<file path="src/rtl/pulse_mode_sequencer.sv">
// Button-driven pulse mode sequencer: debounced Next/Pre/Auto buttons select one of
// NUM_MODES quadrature patterns whose step length grows with the mode index.
module pulse_mode_sequencer #(
   parameter int NUM_MODES   = 4,
   parameter int DEB_CYCLES  = 1000000,
   parameter int AUTO_CYCLES = 50000000,
   parameter int BASE_DIV    = 1000
) (
   input  logic                         sysclk,
   input  logic                         Rst_n,
   input  logic                         Bt_Next,
   input  logic                         Bt_Pre,
   input  logic                         Bt_Auto,
   input  logic                         Enable,
   output logic [NUM_MODES-1:0]         Mode_Sel,
   output logic [$clog2(NUM_MODES)-1:0] Mode_Idx,
   output logic                         Auto_On,
   output logic                         Pulse_X,
   output logic                         Pulse_Y
);

   localparam int IDX_W  = $clog2(NUM_MODES);
   localparam int DEB_W  = $clog2(DEB_CYCLES + 1);
   localparam int AUTO_W = $clog2(AUTO_CYCLES + 1);
   localparam int STEP_W = $clog2(BASE_DIV * NUM_MODES + 1);

   localparam logic [IDX_W-1:0]  MODE_LAST = IDX_W'(NUM_MODES - 1);
   localparam logic [DEB_W-1:0]  DEB_LAST  = DEB_W'(DEB_CYCLES - 1);
   localparam logic [AUTO_W-1:0] AUTO_LAST = AUTO_W'(AUTO_CYCLES - 1);

   function automatic logic [IDX_W-1:0] mode_inc(input logic [IDX_W-1:0] m);
      return (m == MODE_LAST) ? '0 : m + IDX_W'(1);
   endfunction

   function automatic logic [IDX_W-1:0] mode_dec(input logic [IDX_W-1:0] m);
      return (m == '0) ? MODE_LAST : m - IDX_W'(1);
   endfunction

   function automatic logic [STEP_W-1:0] step_last(input logic [IDX_W-1:0] k);
      return STEP_W'(BASE_DIV * (int'(k) + 1) - 1);
   endfunction

   // Bit order everywhere below: [0]=Next, [1]=Pre, [2]=Auto
   logic [2:0]       btn;
   logic [2:0]       sync1_q, sync2_q;
   logic [2:0]       deb_q, deb_d;
   logic [2:0]       stb_q, stb_d;
   logic [DEB_W-1:0] dcnt_q [3];
   logic [DEB_W-1:0] dcnt_d [3];

   assign btn = {Bt_Auto, Bt_Pre, Bt_Next};

   // Strobe is registered in the same cycle the debounced level rises
   always_comb begin
      for (int b = 0; b < 3; b++) begin
         deb_d[b]  = deb_q[b];
         dcnt_d[b] = '0;
         stb_d[b]  = 1'b0;
         if (sync2_q[b] != deb_q[b]) begin
            if (dcnt_q[b] == DEB_LAST) begin
               deb_d[b] = sync2_q[b];
               stb_d[b] = sync2_q[b];
            end else begin
               dcnt_d[b] = dcnt_q[b] + DEB_W'(1);
            end
         end
      end
   end

   always_ff @(posedge sysclk or negedge Rst_n) begin
      if (!Rst_n) begin
         sync1_q <= '0;
         sync2_q <= '0;
         deb_q   <= '0;
         stb_q   <= '0;
         for (int b = 0; b < 3; b++) dcnt_q[b] <= '0;
      end else begin
         sync1_q <= btn;
         sync2_q <= sync1_q;
         deb_q   <= deb_d;
         stb_q   <= stb_d;
         for (int b = 0; b < 3; b++) dcnt_q[b] <= dcnt_d[b];
      end
   end

   logic              nxt, pre, aut;
   logic [IDX_W-1:0]  mode_q, mode_d;
   logic              auto_on_q, auto_on_d;
   logic [AUTO_W-1:0] acnt_q, acnt_d;

   assign nxt = stb_q[0] & Enable;
   assign pre = stb_q[1] & Enable;
   assign aut = stb_q[2] & Enable;

   // A manual strobe both suppresses and restarts the auto interval
   always_comb begin
      mode_d    = mode_q;
      auto_on_d = auto_on_q ^ aut;
      acnt_d    = acnt_q;
      if (!Enable || !auto_on_q || aut || nxt || pre) begin
         acnt_d = '0;
      end else if (acnt_q == AUTO_LAST) begin
         acnt_d = '0;
         mode_d = mode_inc(mode_q);
      end else begin
         acnt_d = acnt_q + AUTO_W'(1);
      end
      if (nxt && !pre) begin
         mode_d = mode_inc(mode_q);
      end else if (pre && !nxt) begin
         mode_d = mode_dec(mode_q);
      end
   end

   logic [STEP_W-1:0] step_q, step_d;
   logic [1:0]        phase_q, phase_d;
   logic              x_q, x_d, y_q, y_d;

   always_comb begin
      step_d  = step_q;
      phase_d = phase_q;
      if (!Enable || (mode_d != mode_q)) begin
         step_d  = '0;
         phase_d = '0;
      end else if (step_q == step_last(mode_q)) begin
         step_d  = '0;
         phase_d = phase_q + 2'd1;
      end else begin
         step_d = step_q + STEP_W'(1);
      end
      // Gray-coded phase: even modes put X first, odd modes put Y first
      if (mode_d[0]) begin
         x_d = phase_d[1];
         y_d = phase_d[1] ^ phase_d[0];
      end else begin
         x_d = phase_d[1] ^ phase_d[0];
         y_d = phase_d[1];
      end
   end

   always_ff @(posedge sysclk or negedge Rst_n) begin
      if (!Rst_n) begin
         mode_q    <= '0;
         auto_on_q <= 1'b0;
         acnt_q    <= '0;
         step_q    <= '0;
         phase_q   <= '0;
         x_q       <= 1'b0;
         y_q       <= 1'b0;
      end else begin
         mode_q    <= mode_d;
         auto_on_q <= auto_on_d;
         acnt_q    <= acnt_d;
         step_q    <= step_d;
         phase_q   <= phase_d;
         x_q       <= x_d;
         y_q       <= y_d;
      end
   end

   assign Mode_Idx = mode_q;
   assign Mode_Sel = NUM_MODES'(1) << mode_q;
   assign Auto_On  = auto_on_q;
   assign Pulse_X  = x_q;
   assign Pulse_Y  = y_q;

endmodule

</file>
<file path="config.mk">
export PLATFORM = sky130hd
export DESIGN_NAME = pulse_mode_sequencer
export DESIGN_NICKNAME = d
export VERILOG_FILES = /design/src/rtl/pulse_mode_sequencer.sv
export SDC_FILE = /design/constraint.sdc
export NUM_CORES = 1
export LEC_CHECK = 0
export ABC_AREA = 1
export CORE_ASPECT_RATIO = 0.9
export CORE_MARGIN = 2
export CORE_UTILIZATION = 41
export DETAILED_ROUTE_END_ITERATION = 10
export PLACE_DENSITY_LB_ADDON = 0.12
export SETUP_SLACK_MARGIN = 0.5
export SYNTH_ARGS = -nofsm -noshare
export SYNTH_HDL_FRONTEND = slang
export SYNTH_SLANG_ARGS = --single-unit
export TNS_END_PERCENT = 50
</file>
<file path="constraint.sdc">
create_clock -name sysclk -period 3 [get_ports sysclk]
set_input_delay 0.6 -clock sysclk [delete_from_list [all_inputs] [get_ports sysclk]]
set_output_delay 0.6 -clock sysclk [all_outputs]
set_load 0.1 [all_outputs]
</file>
==> Yosys cells after proc, flatten, opt, wreduce, memory -nomap -nowiden <==
Cells that the tools add are included.
Widths: inputs -> output; s select.
{ "word_totals": {"ff_bits": 117, "inputBits": 6, "out_inout_bits": 9, "elab_cells": 84} }
{ "op_classes": {"add_sub_neg": 10, "mul": 1, "n_eq_ne": 10, "n_shift": 1, "mux": 26, "bitwise": 5, "reduce_logical": 15} }
{ "op_table": {"columns": ["operator", "n"], "rows": [
  ["$mux 20", 6],
  ["$add 20x1->20 const B", 3],
  ["$eq 20x20->1 const B", 3],
  ["$mux 26", 2],
  ["$add 26x1->26 const B", 1],
  ["$eq 26x26->1 const B", 1],
  ["$mux 12", 2],
  ["$mux 2", 8],
  ["$add 12x1->12 const B", 1],
  ["$eq 12x12->1", 1],
  ["$sub 12x1->12 const B", 1],
  ["$mul 7x3->9 const A", 1],
  ["$mux 1", 8],
  ["$reduce_and 2->1", 3],
  ["$logic_or 1x1->1", 5],
  ["$add 2x1->2 const B", 2],
  ["$logic_not 1->1", 4],
  ["$shl 1x2->4 const A", 1],
  ["$add 2x1->3 const B", 1],
  ["$and 1x1->1", 3],
  ["$ne 1x1->1", 3],
  ["$eq 2x2->1 const B", 1],
  ["$logic_and 1x1->1", 2],
  ["$logic_not 2->1", 1],
  ["other kinds (3)", 4]
]} }

==> Logic depth before layout (Yosys ltp) <==
{ "logic_depth": {"word_depth": 13, "mapped_depth": 17, "ltp_nobuf": 17} }

==> Worst setup path before layout <==
Ideal clock, no wire load.
{ "synth_timing": {"path_kind": "reg-to-reg", "from": "register mode_q[1] (netlist: Mode_Idx[1])", "to": "register x_q (netlist: Pulse_X)", "setup_ps": 118, "t_arrival_ps": 3447, "required_ps": 2882, "setup_slack_ps": -565, "stages_incl_launch_ff": 13, "n_path_buf": 0, "synth_period_minus_slack_ps": 3565, "cell_sequence": "dfrtp_1 ha_1 inv_1 nor2_1 ha_1 xnor2_1 xnor2_1 nand3_2 nor2_1 xor2_1 nand4_1 nand3_1 nand2_1"} }
{ "synth_via": {"elab_chain_len": 11, "elab_cells_between_ends": 20, "cone_classes": "4 x add/sub; 1 x mul; 3 x eq/ne; 9 x mux; 1 x bitwise; 2 x reduce/logical"} }
{ "synth_rtl": {"columns": ["item", "line_no", "source"], "rows": [
  ["from (decl)", "87", "logic [IDX_W-1:0] mode_q, mode_d;"],
  ["from (signal assigned)", "151", "mode_q <= mode_d;"],
  ["branches (longest 10 deep; another with $sub 12x1->12)", null, null],
  ["$mux 1 *", "132", "if (mode_d[0]) begin"],
  ["named net x_d", "117", "logic x_q, x_d, y_q, y_d;"],
  ["to (signal assigned)", "148", "x_q <= 1'b0;"],
  ["to (signal assigned)", "156", "x_q <= x_d;"],
  ["to (decl)", "117", null]
]} }
Mark *: on every way through the listed nets, which the timed path passes.
A chain may end at the register's enable or synchronous reset.

==> Worst setup path in the final report <==
{ "layout_timing": {"from": "register mode_q[1] (netlist: Mode_Idx[1])", "to": "register y_q (netlist: Pulse_Y)"} }
{ "layout_via": {"elab_chain_len": 11, "elab_cells_between_ends": 20, "cone_classes": "4 x add/sub; 1 x mul; 3 x eq/ne; 9 x mux; 1 x bitwise; 2 x reduce/logical"} }
{ "layout_rtl": {"columns": ["item", "line_no", "source"], "rows": [
  ["branches (longest 10 deep; another with $sub 12x1->12)", null, null],
  ["$mux 1 *", "132", null],
  ["named net y_d", "117", null],
  ["to (signal assigned)", "157", "y_q <= y_d;"],
  ["to (decl)", "117", null]
]} }
Marks and branches as above.

==> results.toml <==
[status]
status = "finished, final reports clean"

[floorplanning]
dieWidth_um = 132.5
dieHeight_um = 119.7
row_count = 42
initial_core_util_pct = 41.72
die_area_mm2 = 0.01586
pin_count = 15
coreArea_mm2 = 0.01461

[placement]
portBuffers = 14
gp_congestion = 0.7919
hpwl_um = 8150

[setup_path]
crit_path_end_kind = "flip-flop"
rr_endpoint = "Pulse_Y"
rr_startpoint = "Mode_Idx[1]"
rrSetupSlack_ps = 500
worstPathMaxFanout = 5
path_class = "reg2reg"
worstSetupStartpointType = "flip-flop"
crit_required_ps = 3340
arrival_ps = 2840
worst_r2r_path_depth = 14

[global_route]
antenna_found_initial = 0
grt_overflow = 0
first_global_vias = 4527
track_usage_pct = 16.23
grt_first_pass_wirelength_um = 20770
grt_max_degree = 96

[yosys]
ys_ff_latch = 117
ys_types = 45
synth_nets = 728
seq_area_frac_synth_pct = 48.04
synth_top_area_cell = "dfrtp_1"
yosys_warnings = 0
synthCells = 712
avgSynthCellArea_um2 = 8.560
syn-cell-area_mm2 = 0.006095
synthTopCellsByArea = "dfrtp_1 48%, inv_1 6.4%, nand2_1 6.1%"
synth_top_area_share_pct = 48.04

[run]
maxCapViolCount = 0

[routing]
vias = 4661
wirelength_um = 11890
first_pass_iters = 5
wl_per_cell_um = 12.39
drtIter0Drc = 252
drc = 0
via_per_inst = 4.855
antenna_left = 0

[sta]
rsz0062_at_grt = "yes"
fin_skew_ps = 7.176
fin_crit_ps = 2505
fmax_mhz = 399.2
drv_slew = 0
finalCritPeriodShare_pct = 83.49
hold_slack_ps = 94.69
setup_viol = 0
final_hold_viol_count = 0
setup-tns-final_ps = 0
tightestPinTransition_ps = 577.5
slew_headroom_pct = 61.46

[pwr]
vdd_drop_max_uv = 453.2
total_leakage_power_uw = 0.003024
p_per_area_mw_per_mm2 = 493.5

[clock_network]
clk_latency_ps = 410
cts_inserted_buffers = 17
hold_buffers = 0
clkSinkCount = 117
cts_tree = "yes"
cts.path.max_buffers = 2
cts-htree-levels = 4
worst_setup_hold_path_clk_slew_ps = 50
cts_root_buf = "clkbuf_16"

[finish]
diodes = 0
area_delta_synth_final_pct = 16.94
layout-drive-gt1-share_pct = 17.32
final_cell_mix = "115 x dfrtp_1, 102 x inv_1, 98 x nand2_1"
layout_commonest_cell = "dfrtp_1"
nets = 767

[min_path]
hold_class = "in2async"
## logic make-up after synthesis
group	synth area share, %
AND/OR/NAND/NOR	30.26
flip-flops	48.04
adder cells (fa/ha/maj)	2.053
AO/OA/AOI/OAI	7.473
buffers and inverters	7.452
XOR/XNOR	4.722
## worst max-delay path by stage
stage                start       to  slack [ps]  cells past startpoint
2_1_floorplan  Mode_Idx[0]  Pulse_X         280                     14
3_3_place_gp   Mode_Idx[1]  Pulse_Y         360                     13
3_5_place_dp   Mode_Idx[1]  Pulse_Y         270                     14
4_1_cts        Mode_Idx[1]  Pulse_Y         500                     13
5_1_grt        Mode_Idx[1]  Pulse_Y         380                     14
6_report       Mode_Idx[1]  Pulse_Y         500                     14
## routing by layer
metal | vias to the layer above | global-route usage (%) | routed length, µm
li1 | 2394 | - | -
met1 | 2217 | 22.28 | 6115
met2 | 42 | 25.03 | 5331
met3 | 8 | 4.436 | 320
met4 | 0 | 5.242 | 124
met5 | - | 0 | 0
## state kept, by name, summed over array words and instances, names as in the netlist
register  cells
Auto_On       1
Mode_Idx      2
Pulse_X       1
Pulse_Y       1
acnt_q       26
dcnt_q       60
deb_q         3
phase_q       2
stb_q         3
step_q       12
sync1_q       3
sync2_q       3
## through the flow
step | setup WS (ps) | util, % | area, µm² | total power (µW) | instances
floorplan | 275.7 | - | 6146 | 1718 | 712
global placement | 363.7 | 44.46 | 6495 | 1772 | 922
detailed placement | 267.4 | 44.46 | 6495 | 1775 | 922
CTS | 504.8 | 48.51 | 7087 | 3577 | 960
global route | 377.4 | 48.78 | 7127 | 3661 | 960
finish | 495.3 | 48.78 | 7127 | 3517 | 960
## synthesized netlist by cell type, drive strengths merged
cell type and n:
nor3 47, nor4 9, o21a 5, buf 2, and3 5, a31oi 5
a311oi 1, a211oi 4, ha 10, o2111a 1, nor2 117, o22ai 2
nand3b 1, xnor2 8, clkbuf 3, a21oi 40, o211a 1, dfrtp 117
a31o 1, nand2 111, nand3 45, or2 1, o21ai 19, nand4 16
inv 111, nor3b 6, xor2 24
## final cells by class
class	count	area (µm²)
inverters	111	424.2
multi-input cells	479	2796
repair buffers	25	210.2
clock inverters	5	27.53
flip-flops and latches	117	2935
clock buffers	25	485.5
well taps	198	247.7
fillers	1411	7482
## critical path, stage by stage, from the launching register on
cell	delay (ps)
dfrtp_4	490
inv_4	90
ha_4	230
xnor2_4	160
ha_4	290
nor2_2	40
xor2_1	150
nor2_1	120
nand3_2	180
nor2_4	150
xor2_2	190
nand3_2	120
nand2_2	70
nand3_1	70
nand2_1	70
## timing repair
| item | in CTS | in global routing |
|---|---|---|
| resized for setup | 5 | 7 |
| setup buffers | 8 | 0 |
| pin swaps | 4 | 4 |
| setup endpoints to repair | 10 | 6 |
## where the power goes
| part | switching [µW] | internal [µW] | leakage (µW) |
|---|---|---|---|
| Combinational | 102 | 43.2 | 0.00116 |
| Clock | 661 | 1100 | 0.000253 |
| Sequential | 10.3 | 1600 | 0.00161 |
| Total | 773 | 2740 | 0.00302 |
(Power assumes the default switching activity.)
